`config.mk`:
```
export PLATFORM = sky130hd
export DESIGN_NAME = led_sequencer
export DESIGN_NICKNAME = d
export VERILOG_FILES = /design/src/rtl/led_sequencer.sv
export SDC_FILE = /design/constraint.sdc
export NUM_CORES = 1
export LEC_CHECK = 0
export CORE_MARGIN = 2
export CORE_UTILIZATION = 26
export CTS_CLUSTER_SIZE = 20
export DETAILED_ROUTE_END_ITERATION = 6
export MAX_ROUTING_LAYER = met4
export PLACE_DENSITY = 0.45
export SETUP_SLACK_MARGIN = 0.15
export SLEW_MARGIN = 30
export SYNTH_ARGS = -nofsm -noshare
export SYNTH_HDL_FRONTEND = slang
export SYNTH_SLANG_ARGS = --single-unit
```
`constraint.sdc`:
```
create_clock -name clk -period 3.9 [get_ports clk]
set_clock_uncertainty 0.15 [all_clocks]
set_input_delay 0.78 -clock clk [delete_from_list [all_inputs] [get_ports clk]]
set_output_delay 0.78 -clock clk [all_outputs]
set_load 0.005 [all_outputs]
```
`src/rtl/led_sequencer.sv`:
```
`default_nettype none
// ============================================================================
// Module   : led_sequencer
// Brief    : LED pattern sequencer. Steps an active-low pattern across N_LEDS
//            LEDs every TICK_CYCLES clocks while running. Three debounced
//            active-low buttons provide stop, start and mode-cycle control.
//            Modes: rotate-left, rotate-right, bounce (ping-pong).
// Revision : 1.0 - initial release
// ============================================================================
module led_sequencer #(
    parameter int                N_LEDS          = 3,
    parameter int                TICK_CYCLES     = 13_500_000,
    parameter int                DEBOUNCE_CYCLES = 270_000,
    parameter logic [N_LEDS-1:0] INIT_PATTERN    = {{(N_LEDS-1){1'b1}}, 1'b0}
) (
    input  logic              clk,
    input  logic              rst_n,
    input  logic              btn_stop_n,
    input  logic              btn_start_n,
    input  logic              btn_mode_n,
    output logic [N_LEDS-1:0] led,
    output logic              running,
    output logic [1:0]        mode
);

    // ------------------------------------------------------------------------
    // Constants
    // ------------------------------------------------------------------------
    localparam int c_TICK_W = $clog2(TICK_CYCLES);
    localparam int c_DB_W   = (DEBOUNCE_CYCLES > 1) ? $clog2(DEBOUNCE_CYCLES) : 1;
    localparam int c_POS_W  = $clog2(N_LEDS);

    localparam logic [c_TICK_W-1:0] c_TICK_LAST = c_TICK_W'(TICK_CYCLES - 1);
    localparam logic [c_DB_W-1:0]   c_DB_LAST   = c_DB_W'(DEBOUNCE_CYCLES - 1);
    localparam logic [c_POS_W-1:0]  c_POS_LAST  = c_POS_W'(N_LEDS - 1);

    // Run/stop state encoding
    localparam logic [0:0] c_ST_STOP = 1'b0;
    localparam logic [0:0] c_ST_RUN  = 1'b1;

    // Pattern mode encoding (2'b11 is never produced)
    localparam logic [1:0] c_MODE_ROTL   = 2'b00;
    localparam logic [1:0] c_MODE_ROTR   = 2'b01;
    localparam logic [1:0] c_MODE_BOUNCE = 2'b10;

    // Button lanes in the raw/press vectors
    localparam int c_BTN_STOP  = 0;
    localparam int c_BTN_START = 1;
    localparam int c_BTN_MODE  = 2;
    localparam int c_N_BTN     = 3;

    // ------------------------------------------------------------------------
    // Signals
    // ------------------------------------------------------------------------
    logic [c_N_BTN-1:0]  w_btn_raw;
    logic [c_N_BTN-1:0]  w_press;
    logic                w_stop_ev;
    logic                w_start_ev;
    logic                w_mode_ev;

    logic [0:0]          r_state;
    logic [c_TICK_W-1:0] r_tick;
    logic [N_LEDS-1:0]   r_led;
    logic [c_POS_W-1:0]  r_pos;
    logic                r_dir_up;
    logic [1:0]          r_mode;

    logic                w_step;
    logic                w_step_left;
    logic [N_LEDS-1:0]   w_rotl;
    logic [N_LEDS-1:0]   w_rotr;
    logic [c_POS_W-1:0]  w_pos_inc;
    logic [c_POS_W-1:0]  w_pos_dec;
    logic [1:0]          w_mode_nxt;

    assign w_btn_raw = {btn_mode_n, btn_start_n, btn_stop_n};

    // ------------------------------------------------------------------------
    // Button conditioning: synchroniser, debounce filter, press detector.
    // Released level is 1; a press event fires once on the debounced 1->0.
    // ------------------------------------------------------------------------
    genvar gi;
    generate
        for (gi = 0; gi < c_N_BTN; gi++) begin : g_btn
            logic              r_sync1;
            logic              r_sync2;
            logic              r_level;
            logic              r_level_d;
            logic [c_DB_W-1:0] r_db_cnt;

            // Two-stage synchroniser for the asynchronous button input.
            always_ff @(posedge clk or negedge rst_n) begin
                if (!rst_n) begin
                    r_sync1 <= 1'b1;
                    r_sync2 <= 1'b1;
                end else begin
                    r_sync1 <= w_btn_raw[gi];
                    r_sync2 <= r_sync1;
                end
            end

            // Debounce: the level follows the input only after it has
            // disagreed for DEBOUNCE_CYCLES consecutive clocks.
            always_ff @(posedge clk or negedge rst_n) begin
                if (!rst_n) begin
                    r_db_cnt <= '0;
                    r_level  <= 1'b1;
                end else if (r_sync2 != r_level) begin
                    if (r_db_cnt == c_DB_LAST) begin
                        r_level  <= r_sync2;
                        r_db_cnt <= '0;
                    end else begin
                        r_db_cnt <= r_db_cnt + c_DB_W'(1);
                    end
                end else begin
                    r_db_cnt <= '0;
                end
            end

            // Delayed debounced level, used to detect the falling edge.
            always_ff @(posedge clk or negedge rst_n) begin
                if (!rst_n) begin
                    r_level_d <= 1'b1;
                end else begin
                    r_level_d <= r_level;
                end
            end

            assign w_press[gi] = r_level_d & ~r_level;
        end
    endgenerate

    assign w_stop_ev  = w_press[c_BTN_STOP];
    assign w_start_ev = w_press[c_BTN_START];
    assign w_mode_ev  = w_press[c_BTN_MODE];

    // ------------------------------------------------------------------------
    // Run/stop control
    // ------------------------------------------------------------------------

    // Run/stop state: a stop event overrides a simultaneous start event.
    always_ff @(posedge clk or negedge rst_n) begin
        if (!rst_n) begin
            r_state <= c_ST_STOP;
        end else begin
            case (r_state)
                c_ST_STOP: if (w_start_ev && !w_stop_ev) r_state <= c_ST_RUN;
                c_ST_RUN:  if (w_stop_ev) r_state <= c_ST_STOP;
                default:   r_state <= c_ST_STOP;
            endcase
        end
    end

    // Tick counter advances only while running; it holds its value when
    // stopped so that a resume completes the interrupted interval.
    always_ff @(posedge clk or negedge rst_n) begin
        if (!rst_n) begin
            r_tick <= '0;
        end else if (r_state == c_ST_RUN) begin
            r_tick <= (r_tick == c_TICK_LAST) ? '0 : r_tick + c_TICK_W'(1);
        end
    end

    assign w_step = (r_state == c_ST_RUN) && (r_tick == c_TICK_LAST);

    // ------------------------------------------------------------------------
    // Pattern stepping
    // ------------------------------------------------------------------------
    assign w_rotl    = {r_led[N_LEDS-2:0], r_led[N_LEDS-1]};
    assign w_rotr    = {r_led[0], r_led[N_LEDS-1:1]};
    assign w_pos_inc = (r_pos == c_POS_LAST) ? '0 : r_pos + c_POS_W'(1);
    assign w_pos_dec = (r_pos == '0) ? c_POS_LAST : r_pos - c_POS_W'(1);

    // Step direction for the current mode; bounce follows the dir flag.
    always_comb begin
        w_step_left = 1'b1;
        case (r_mode)
            c_MODE_ROTL:   w_step_left = 1'b1;
            c_MODE_ROTR:   w_step_left = 1'b0;
            c_MODE_BOUNCE: w_step_left = r_dir_up;
            default:       w_step_left = 1'b1;
        endcase
    end

    // LED pattern and position move together on each step.
    always_ff @(posedge clk or negedge rst_n) begin
        if (!rst_n) begin
            r_led <= INIT_PATTERN;
            r_pos <= '0;
        end else if (w_step) begin
            if (w_step_left) begin
                r_led <= w_rotl;
                r_pos <= w_pos_inc;
            end else begin
                r_led <= w_rotr;
                r_pos <= w_pos_dec;
            end
        end
    end

    // ------------------------------------------------------------------------
    // Mode and bounce direction
    // ------------------------------------------------------------------------
    assign w_mode_nxt = (r_mode == c_MODE_BOUNCE) ? c_MODE_ROTL : r_mode + 2'd1;

    // Mode cycles on each mode event; a concurrent step still uses the old mode.
    always_ff @(posedge clk or negedge rst_n) begin
        if (!rst_n) begin
            r_mode <= c_MODE_ROTL;
        end else if (w_mode_ev) begin
            r_mode <= w_mode_nxt;
        end
    end

    // Bounce direction: seeded on entry to bounce from the current position,
    // then reversed whenever a bounce step lands on either end.
    // Entry into bounce can only coincide with a rotate-right step, so the
    // two branches never compete for the same edge.
    always_ff @(posedge clk or negedge rst_n) begin
        if (!rst_n) begin
            r_dir_up <= 1'b1;
        end else if (w_mode_ev && (w_mode_nxt == c_MODE_BOUNCE)) begin
            r_dir_up <= (r_pos != c_POS_LAST);
        end else if (w_step && (r_mode == c_MODE_BOUNCE)) begin
            if (w_step_left && (w_pos_inc == c_POS_LAST)) begin
                r_dir_up <= 1'b0;
            end else if (!w_step_left && (w_pos_dec == '0)) begin
                r_dir_up <= 1'b1;
            end
        end
    end

    // ------------------------------------------------------------------------
    // Outputs
    // ------------------------------------------------------------------------
    assign led     = r_led;
    assign running = (r_state == c_ST_RUN);
    assign mode    = r_mode;

endmodule
`default_nettype wire

```
==> flow_summary.toml <==
[run_status]
status = "completed"

[timing]
grt_setup_unrepaired = "no"
fin_crit_sh = 0.685
totalNegativeSetupSlack_ns = 0
final-hold-violation-count = 0
timing.final.ws_setup_ns = 1.23
slew_headroom = 0.526
finalSetupViolCount = 0
worst_pin_slew_ns = 0.711
max_freq_ghz = 0.374
period_minus_slack_ns = 2.67
report.final.slew_viol_count = 0

[synth]
synth_warnings = 0
synth_simple_gate_area_share = 0.249
synth_mux_area_frac = 0.0340
post_synthesis_net_count = 503
postSynthCellCount = 489
yosys.area_share.adder = 0.0222
synth_xor_area_frac = 0.0948
seq_area_frac_synth = 0.506
post_synthesis_register_bit_count = 102
synth.lib_cells_used.distinct = 49
dominant_combinational_cell_family_by_area_after_synthesis = "simple AND/OR/NAND/NOR gates"
avgSynthCellArea_um2 = 10.4
synth_area_um2 = 5080
synth_compound_area_frac = 0.0665

[power]
p_int_mw = 1.65
combinationalPowerShare = 0.025
clockPowerShare = 0.463
power.switching_fraction = 0.217
powerDensity_nw_per_um2 = 364
sequentialPowerShare = 0.512
power_switching_mw = 0.457
ir_drop_mv = 0.183
leakagePower_nw = 2.36

[detailed_routing]
wl_per_cell_um = 13.2
drt-pass1-iter-count = 4
route.vias.total = 3594
drc = 0
drt-initial-drc-count = 236
ant_nets = 0
wirelength_um = 10100
drt-vias-per-instance = 4.68

[cells_and_area]
fillers = 1975
area_growth_syn_to_layout_pct = 14.0
net_count_final = 512
num_antenna_cells = 0
final_cell_mix = "87 x dfrtp_1, 55 x nor2_1, 32 x xor2_1"
drive_above_1_share = 0.131
mostFrequentLayoutCell = "dfrtp_1"

[run]
timing.max_cap.violations = 0

[setup_path]
worstReg2RegEnd = "led[0]"
start_kind = "flip-flop"
ff2ff_path_depth = 5
cp_data_required_time_ns = 3.99
critical_path.endpoint_type = "flip-flop"
timing.rr.start = "r_tick[0]"
arrival_ns = 2.76
worstSetupPathType = "flip-flop to flip-flop"
start_point_of_the_critical_path = "r_tick[0]"
path_max_fanout = 8
r2r_setup_slack_ns = 1.23
setup.worst_path.end = "led[0]"

[placed_design]
dpl_worst_slack_ns = 1.24
dpl.hpwl_um = 6980
routabilityCongestion = 0.779
port-buffer-count = 10

[floorplanning]
chipWidth_um = 144
dieHeight_um = 144
placeableCoreArea_um2 = 19300
fp.dieArea_um2 = 20700
io_pins = 11
num_rows = 51
floorplan.initialDensity = 0.263

[worst_hold_path]
timing.hold.worst.class = "flip-flop to flip-flop"
holdCritStartpoint = "g_btn[0].r_sync1"

[global_routing]
grt_max_degree = 56
all_layer_gr_usage = 0.110
antenna_found_initial = 0
grt_overflow = 0
grt_first_pass_wirelength_um = 17600
grt_pass1_vias = 3596

[clock_tree]
htree_levels = 3
cts_buffer_depth = 2
cts_resized = 0
clkSinkCount = 102
postCtsHoldBufs = 0
clock_tree.root_cell = "clkbuf_16"
cts_post_setup_buffers_inserted = 0
clkLatencyLatePin_ns = 0.35
cts_tree = "done"
clk_transition_reported_paths_ns = 0.07
numCtsBuffers = 9
critical path, stage by stage, from the launching register on:
cell and delay (ns):
dfrtp_1 0.49, ha_1 0.33, nand2_1 0.10, or4_1 0.65, nor3_4 0.45, mux2_2 0.38
synthesized netlist by cell type (all sizes together):
cell,count,share of area
o21bai,1,0.0015
inv,14,0.010
clkbuf,14,0.010
mux2,10,0.022
or4,9,0.015
xor2,32,0.055
nor2b,2,0.0025
o311ai,1,0.0017
a31oi,1,0.0012
nor4b,5,0.0086
nand4b,3,0.0052
ha,9,0.022
o31ai,9,0.016
nor3b,1,0.0015
a21o,2,0.0030
a21oi,19,0.019
nand2b,5,0.0062
nor4,13,0.016
buf,4,0.0069
and4b,2,0.0039
dfrtp,87,0.43
and3,10,0.013
xnor2,23,0.040
nand2,21,0.016
and4,13,0.022
dfstp,15,0.078
nor3,7,0.0091
nand3,27,0.028
o21ai,15,0.015
nor2,55,0.041
or2,3,0.0037
nand4,30,0.038
nor4bb,1,0.0020
mux2i,6,0.012
and2,3,0.0037
or3,12,0.015
a41oi,1,0.0017
a31o,4,0.0069
through the flow:
| stage | hold slack, ns | total power [mW] | utilization | cells | cell area, µm² |
|---|---|---|---|---|---|
| global placement | 0.197 | 1.15 | 0.283 | 752 | 5470 |
| floorplan | 0.195 | 1.12 | - | 489 | 5080 |
| finish | 0.207 | 2.11 | 0.300 | 768 | 5790 |
| global route | 0.211 | 2.19 | 0.300 | 768 | 5790 |
| CTS | 0.208 | 2.15 | 0.300 | 768 | 5790 |
| detailed placement | 0.198 | 1.16 | 0.283 | 752 | 5470 |
registers in the layout (all words and copies together), names as in the netlist:
register	cells
g_btn.r_sync1	3
g_btn.r_level	3
running	1
r_tick	24
g_btn.r_db_cnt	57
r_pos	2
led	3
r_dir_up	1
g_btn.r_sync2	3
mode	2
g_btn.r_level_d	3
routing by layer:
| metal | GRT usage | part of all wire | wire length, µm |
|---|---|---|---|
| met2 | 0.165 | 0.45 | 4600 |
| met1 | 0.145 | 0.49 | 4960 |
| met5 | - | 0 | 0 |
| met4 | 0.0361 | 0.016 | 157 |
| met3 | 0.0287 | 0.040 | 401 |
cell families (layout without fill, tap and decap cells):
kind of cell / count (synthesis) / after routing
XOR/XNOR: 55 / 55
adder cells (fa/ha/maj): 9 / 9
AO/OA/AOI/OAI: 53 / 53
AND/OR/NAND/NOR: 222 / 222
flip-flops: 102 / 102
buffers and inverters: 32 / 46
multiplexers: 16 / 16
power by group through the flow:
stage	registers (mW)	clock network (mW)	logic, mW
2_1_floorplan	1.10	0	0.0205
3_3_place_gp	1.10	0	0.0549
3_5_place_dp	1.10	0	0.0559
4_1_cts	1.08	1.01	0.0558
5_1_grt	1.08	1.05	0.0621
6_report	1.08	0.976	0.0522
worst min path at each step:
stage                             to  slack (ns)  depth (start not counted)
floorplan           g_btn[0].r_sync2        0.20                          0
global placement    g_btn[1].r_sync2        0.20                          0
detailed placement  g_btn[0].r_sync2        0.20                          0
CTS                 g_btn[0].r_sync2        0.21                          0
global route        g_btn[2].r_sync2        0.21                          0
finish              g_btn[0].r_sync2        0.21                          0
area by class of cell:
class	count	area, µm²	area share
clock buffer	9	225	0.0389
clock inverter	7	98.8	0.0171
inverter	14	52.6	0.00907
multi-input combinational	355	2370	0.409
sequential	102	2570	0.444
tap	265	332	0.0572
timing repair buffer	16	143	0.0246
Power figures use the tool's default switching activity.
